===== src/rtl/pe_sys_ctrl.sv =====
// Tile sequencer for the 4-row PE systolic array: command accept, skewed row feed, drain, store window.
// Optional performance counters are built only when PE_SYS_CTRL_PERF_CNT_EN is defined.
module pe_sys_ctrl #(
    parameter int COLS     = 16,
    parameter int K_WIDTH  = 12,
    parameter int PIPE_LAT = 6
) (
    input  logic               clk,
    input  logic               rst_n,
    input  logic               i_cmd_valid,
    output logic               o_cmd_ready,
    input  logic [1:0]         i_cmd_mode,
    input  logic [K_WIDTH-1:0] i_cmd_k_len,
    input  logic               i_cmd_y_sel,
    input  logic               i_data_avail,
    input  logic               i_abort,
    output logic [3:0]         o_feed_en,
    output logic [1:0]         o_mode_sel_out,
    output logic               o_psu_clr_out,
    output logic               o_y_sel_out,
    output logic               o_sys_buf_en_out,
    output logic               o_done,
    output logic               o_cmd_err,
    output logic [31:0]        o_busy_cycles,
    output logic [31:0]        o_stall_cycles
);

    localparam int DRAIN_LEN = 3 + PIPE_LAT;
    localparam int TMR_MAX   = (COLS > DRAIN_LEN) ? COLS : DRAIN_LEN;
    localparam int TMR_W     = $clog2(TMR_MAX + 1);
    localparam logic [TMR_W-1:0] DRAIN_LD = TMR_W'(DRAIN_LEN - 1);
    localparam logic [TMR_W-1:0] OUT_LD   = TMR_W'(COLS - 1);

    typedef enum logic [2:0] {
        S_IDLE,
        S_CLEAR,
        S_FEED,
        S_DRAIN,
        S_OUT,
        S_DONE
    } state_t;

    state_t             r_state;
    state_t             w_next;
    logic [K_WIDTH-1:0] r_step;
    logic [K_WIDTH-1:0] w_step_nxt;
    logic [TMR_W-1:0]   r_tmr;
    logic [TMR_W-1:0]   w_tmr_nxt;
    logic [1:0]         r_mode;
    logic               r_y_sel;
    logic               r_err_pend;
    logic               w_accept;
    logic               w_legal;
    logic               w_feed0;

    assign w_accept = i_cmd_valid & o_cmd_ready & ~i_abort;
    assign w_legal  = (i_cmd_mode != 2'b01);
    assign w_feed0  = (r_state == S_FEED) & i_data_avail & ~i_abort;

    always_comb begin
        w_next     = r_state;
        w_step_nxt = r_step;
        w_tmr_nxt  = r_tmr;
        case (r_state)
            S_IDLE: begin
                if (w_accept && w_legal) begin
                    w_step_nxt = i_cmd_k_len;
                    w_next     = (i_cmd_k_len == '0) ? S_DONE : S_CLEAR;
                end
            end
            S_CLEAR: w_next = S_FEED;
            S_FEED: begin
                if (i_data_avail) begin
                    w_step_nxt = r_step - K_WIDTH'(1);
                    if (r_step == K_WIDTH'(1)) begin
                        w_next    = S_DRAIN;
                        w_tmr_nxt = DRAIN_LD;
                    end
                end
            end
            S_DRAIN: begin
                if (r_tmr == '0) begin
                    w_next    = S_OUT;
                    w_tmr_nxt = OUT_LD;
                end else begin
                    w_tmr_nxt = r_tmr - TMR_W'(1);
                end
            end
            S_OUT: begin
                if (r_tmr == '0) begin
                    w_next = S_DONE;
                end else begin
                    w_tmr_nxt = r_tmr - TMR_W'(1);
                end
            end
            S_DONE:  w_next = S_IDLE;
            default: w_next = S_IDLE;
        endcase
        if (i_abort) begin
            w_next = S_IDLE;
        end
    end

    // Outputs are registered from the current state, so they trail the state register by one cycle.
    always_ff @(posedge clk) begin
        if (!rst_n) begin
            r_state          <= S_IDLE;
            r_step           <= '0;
            r_tmr            <= '0;
            r_mode           <= 2'b00;
            r_y_sel          <= 1'b0;
            r_err_pend       <= 1'b0;
            o_cmd_ready      <= 1'b0;
            o_feed_en        <= 4'b0000;
            o_mode_sel_out   <= 2'b00;
            o_psu_clr_out    <= 1'b0;
            o_y_sel_out      <= 1'b0;
            o_sys_buf_en_out <= 1'b0;
            o_done           <= 1'b0;
            o_cmd_err        <= 1'b0;
        end else begin
            r_state    <= w_next;
            r_step     <= w_step_nxt;
            r_tmr      <= w_tmr_nxt;
            r_err_pend <= w_accept & ~w_legal;
            if (w_accept && w_legal) begin
                r_mode  <= i_cmd_mode;
                r_y_sel <= i_cmd_y_sel;
            end
            o_cmd_ready      <= (r_state == S_IDLE) && (w_next == S_IDLE);
            o_feed_en        <= i_abort ? 4'b0000 : {o_feed_en[2:0], w_feed0};
            o_psu_clr_out    <= (r_state == S_CLEAR) & ~i_abort;
            o_sys_buf_en_out <= (r_state == S_OUT) & ~i_abort;
            o_done           <= (r_state == S_DONE) & ~i_abort;
            o_cmd_err        <= r_err_pend & ~i_abort;
            if ((r_state == S_CLEAR) && !i_abort) begin
                o_mode_sel_out <= r_mode;
                o_y_sel_out    <= r_y_sel;
            end
        end
    end

`ifdef PE_SYS_CTRL_PERF_CNT_EN
    logic [31:0] r_busy;
    logic [31:0] r_stall;

    // Saturating; only reset clears them so totals survive aborted tiles.
    always_ff @(posedge clk) begin
        if (!rst_n) begin
            r_busy  <= '0;
            r_stall <= '0;
        end else begin
            if ((r_state != S_IDLE) && (r_busy != '1)) begin
                r_busy <= r_busy + 32'd1;
            end
            if ((r_state == S_FEED) && !i_data_avail && (r_stall != '1)) begin
                r_stall <= r_stall + 32'd1;
            end
        end
    end

    assign o_busy_cycles  = r_busy;
    assign o_stall_cycles = r_stall;
`else
    assign o_busy_cycles  = 32'd0;
    assign o_stall_cycles = 32'd0;
`endif

endmodule

===== config.mk =====
export PLATFORM = sky130hd
export DESIGN_NAME = pe_sys_ctrl
export DESIGN_NICKNAME = d
export VERILOG_FILES = /design/src/rtl/pe_sys_ctrl.sv
export SDC_FILE = /design/constraint.sdc
export NUM_CORES = 1
export LEC_CHECK = 0
export CORE_ASPECT_RATIO = 2
export CORE_UTILIZATION = 45
export CTS_BUF_LIST = sky130_fd_sc_hd__clkbuf_4
export CTS_CLUSTER_DIAMETER = 200
export DETAILED_ROUTE_END_ITERATION = 6
export GPL_ROUTABILITY_DRIVEN = 1
export PLACE_DENSITY = 0.82
export SYNTH_ARGS = -nofsm -noshare
export SYNTH_HDL_FRONTEND = slang
export SYNTH_SLANG_ARGS = --single-unit

===== constraint.sdc =====
create_clock -name clk -period 2.18 [get_ports clk]
set_input_delay 0.327 -clock clk [delete_from_list [all_inputs] [get_ports clk]]
set_output_delay 0.327 -clock clk [all_outputs]
set_load 0.005 [all_outputs]

==> results of run 1 <==
==> layer usage <==
| metal | vias up | GRT usage [%] | share of wire, % | routed length, um |
|---|---|---|---|---|
| li1 | 1003 | - | - | - |
| met1 | 946 | 20.1 | 34 | 1770 |
| met2 | 117 | 34.8 | 54 | 2800 |
| met3 | 27 | 3.32 | 5.8 | 300 |
| met4 | 0 | 14.7 | 6.2 | 324 |
| met5 | - | 0 | 0 | 0 |
==> timing repair <==
item | in CTS | in global routing
setup endpoints to repair | 0 | 2
gates resized for setup | 0 | 1
hold endpoints to repair | 0 | 0
==> registers in the layout, indices dropped and copies added (netlist names) <==
register          flops
r_err_pend            1
o_sys_buf_en_out      1
r_tmr                 5
r_step               12
o_done                1
o_psu_clr_out         1
o_feed_en             4
r_state               3
o_cmd_err             1
o_mode_sel_out        2
o_cmd_ready           1
r_y_sel               1
r_mode                2
o_y_sel_out           1
==> area by class of cell <==
class	count	area, um2	share of cell area (%)
clock buffers	5	37.5	1.40
clock inverters	3	18.8	0.700
inverters	8	30.0	1.12
multi-input cells	238	1370	51.1
flip-flops and latches	36	721	26.9
well taps	58	72.6	2.71
repair buffers	47	430	16.1
==> power groups by stage <==
stage	Sequential (W)	Combinational (W)	Clock (W)
2_1_floorplan	0.000694	0.000191	0
3_3_place_gp	0.000697	0.000185	0
3_5_place_dp	0.000698	0.000187	0
4_1_cts	0.000683	0.000188	0.000369
5_1_grt	0.000686	0.000216	0.000396
6_report	0.000684	0.000190	0.000363
==> worst max-delay path: stages (launching register included) <==
cell,delay (ns)
sky130_fd_sc_hd__dfxtp_1,0.36
sky130_fd_sc_hd__inv_1,0.11
sky130_fd_sc_hd__ha_1,0.17
sky130_fd_sc_hd__or4b_2,0.65
sky130_fd_sc_hd__nor2_1,0.23
sky130_fd_sc_hd__or3_1,0.27
sky130_fd_sc_hd__mux2i_1,0.19
==> logic make-up after synthesis <==
| logic type | Yosys count | share of synthesized area (%) |
|---|---|---|
| mux | 6 | 2.53 |
| compound gates | 62 | 18.3 |
| fa+ha+maj | 4 | 2.07 |
| flops | 36 | 29.8 |
| other cells | 1 | 0.155 |
| buf+inv | 85 | 23.7 |
| simple gates | 102 | 23.5 |
==> metrics by stage <==
step / instance area [um2] / util [%] / hold WS [ns]
after CTS: 2670 / 52.0 / 0.446
after global routing: 2680 / 52.2 / 0.471
after floorplan: 2660 / - / 0.406
final: 2680 / 52.2 / 0.442
after detailed placement: 2620 / 50.9 / 0.418
after global placement: 2620 / 50.9 / 0.407
==> worst max path at each step <==
stage / start / end / slack [ns] / depth (start not counted)
5_1_grt: r_tmr[0] / r_tmr[3] / 0.02 / 6
3_5_place_dp: i_cmd_mode[0] / o_cmd_ready / 0.11 / 5
4_1_cts: r_tmr[0] / o_cmd_ready / 0.10 / 6
6_report: r_tmr[0] / r_tmr[1] / 0.15 / 6
3_3_place_gp: i_cmd_mode[0] / o_cmd_ready / 0.13 / 5
2_1_floorplan: r_tmr[0] / r_tmr[1] / 0.37 / 7
==> placed cells by master, fill, tap and decap left out, drive strengths merged, types with 3 or more instances in the layout <==
master and count:
nand2 19, nor3b 3, clkbuf 5, a21oi 8, nor4 7, a21boi 8
nand3 7, clkinv 3, buf 16, clkdlybuf4s50 31, o31a 4, conb 64
dfxtp 36, nor2 20, o31ai 6, or3 6, nor3 9, nor4b 3
o211ai 3, o21ai 14, and2 6, inv 8, nor2b 6, o22ai 4
ha 4, mux2i 5
==> synthesized netlist by cell type, drive strengths merged (6+ instances only) <==
cell / instances
nor2b: 6
nand2: 19
clkbuf: 6
nand3: 7
a21oi: 8
nor2: 20
or3: 6
o21ai: 14
a21boi: 8
inv: 8
and2: 6
nor4: 7
nor3: 9
buf: 71
dfxtp: 36
o31ai: 6
==> implementation parameters, run 1 <==
Parameter                              Value

Die
  Number of standard-cell rows in the floorplan    37
  Boundary pin count    96
  Initial core utilization    47.1%
  Die Area    5700 um2
  CORE AREA    5140 um2
  Die Span X    roughly 54 um
  Die H    106 um

Critical path
  Worst R2R Path Depth    6
  Category of the most critical setup path    reg -> reg
  Worst Path Arrival    approximately 2.3 ns
  Crit Reg-Reg Startpoint    r_tmr[0]
  Minimum setup slack among reg-to-reg paths    0.15 ns
  Data required time of the worst path    2.48 ns
  Type of element capturing the critical path    flop
  Reg2Reg Capture Point    r_tmr[1]
  Critical path launch point type    flop
  Highest fanout seen on the critical path    5

Power and ir drop
  Switching component of the power    about 0.00036 W
  Total internal power    0.000878 W
  Combinational group share of total power    15.4%
  Leak pwr    ~1.1 nW
  Power density over cell area    approximately 460 nW/um2
  Sequential share of power    55.3%
  Sw Share    29.0%
  Portion of total power attributed to the clock network    roughly 29%
  Sum of internal, switching and leakage power    0.00124 W
  Worst VDD drop    slightly above 0.0003 V

Finish
  Fin cells    395
  Fraction of final layout cells with drive strength greater than 1    10.1%
  Number of antenna repair diodes    0
  Number of fillers in the final layout    486
  Nets    360
  Synth-to-Final Area Change    10.6%

Clock tree
  Number of clock sinks    36
  Largest buffer count on any clock path    2
  CTS tree    built
  Number of buffers inserted during clock tree synthesis    5
  # Post-CTS Setup Buffers    0
  Clock input transition at the sequential cells of the worst setup and hold paths    0.13 ns
  Clock tree root buffer cell    sky130_fd_sc_hd__clkbuf_4
  Clock latency of the later-clocked register in the worst-skew pair    0.35 ns
  Count of hold-fix buffers inserted at cts    0
  H-tree depth reported by CTS    2

Route
  Via-per-instance ratio    5.30
  DRC Markers    0
  Total iterations of the first detailed-routing run    5
  Initial DRC Count    between 40 and 50
  Number of vias after detailed routing    ~2,100
  Number of antenna-violating nets in the routed design    0
  Routed WL per cell    roughly 13 um
  Final wirelength    5.20 mm

Global routing
  Wire length of the first global-routing pass    8.54 mm
  Largest net degree at the start of global routing    17
  Congestion Overflow GR    0
  Via count of the first global-routing pass    a little under 2,000
  Antenna violations before repair    0
  Total GRT Usage    20.2%

Synthesis
  Average cell area after synthesis    8.18 um2
  EDFF count, synth    0
  Post-synthesis sequential element count    36
  Post-synthesis cell type count    54
  Top cell type's share of synthesized area    slightly below 30%
  Proportion of register bits with asynchronous set or reset after synthesis    0%
  Top flip-flop cell by instance count after synthesis    sky130_fd_sc_hd__dfxtp_1
  Synthesized instance count    296
  Register area share after synthesis    29.8%
  Main area contributors after synthesis    sky130_fd_sc_hd__dfxtp_1 30%, sky130_fd_sc_hd__buf_4 20%, sky130_fd_sc_hd__nor2_1 3.1%
  Ys Warns    0
  Area of the mapped netlist    2420 um2
  Yosys top cell by area    sky130_fd_sc_hd__dfxtp_1

STA
  Maximum frequency from static timing analysis    493 MHz
  Final critical-path required period    2.03 ns
  Tcrit/Tclk final    93.1%
  Worst-margin pin slew    0.597 ns
  Final worst clock skew    0.0164 ns
  Unrepaired setup endpoints after global routing    false
  Number of slew-limit violations in the final report    0
  Count of endpoints failing hold in the final timing report    0
  Final setup slack of the worst path    around 0.15 ns
  Count of endpoints failing setup in the final report    0
  Setup TNS    0 ns
  Rel. slew slack    approximately 60%

Place
  HPWL after detailed placement    slightly above 4 mm
  Inst Count DP    387
  Last weighted congestion value of the routability-driven placer    ~0.91
  Post-Place Setup Slack    0.109 ns
  Count of port buffers added during placement    31

Min path
  Hold Crit Class    reg -> reg
  Depth of the worst hold-timing path    1
  Hold Path Origin    r_err_pend
  Destination of the worst hold path    o_cmd_err

Status
  Status    completed

Run
  Max-cap check violation count    0
Note: power is estimated with default switching activity, not from simulation.
==> run 2: changes to the inputs <==
- CTS_CLUSTER_DIAMETER: 200 -> 100
==> results of run 2 <==
The final DEF is identical to that of run 1; final timing and power are the same.
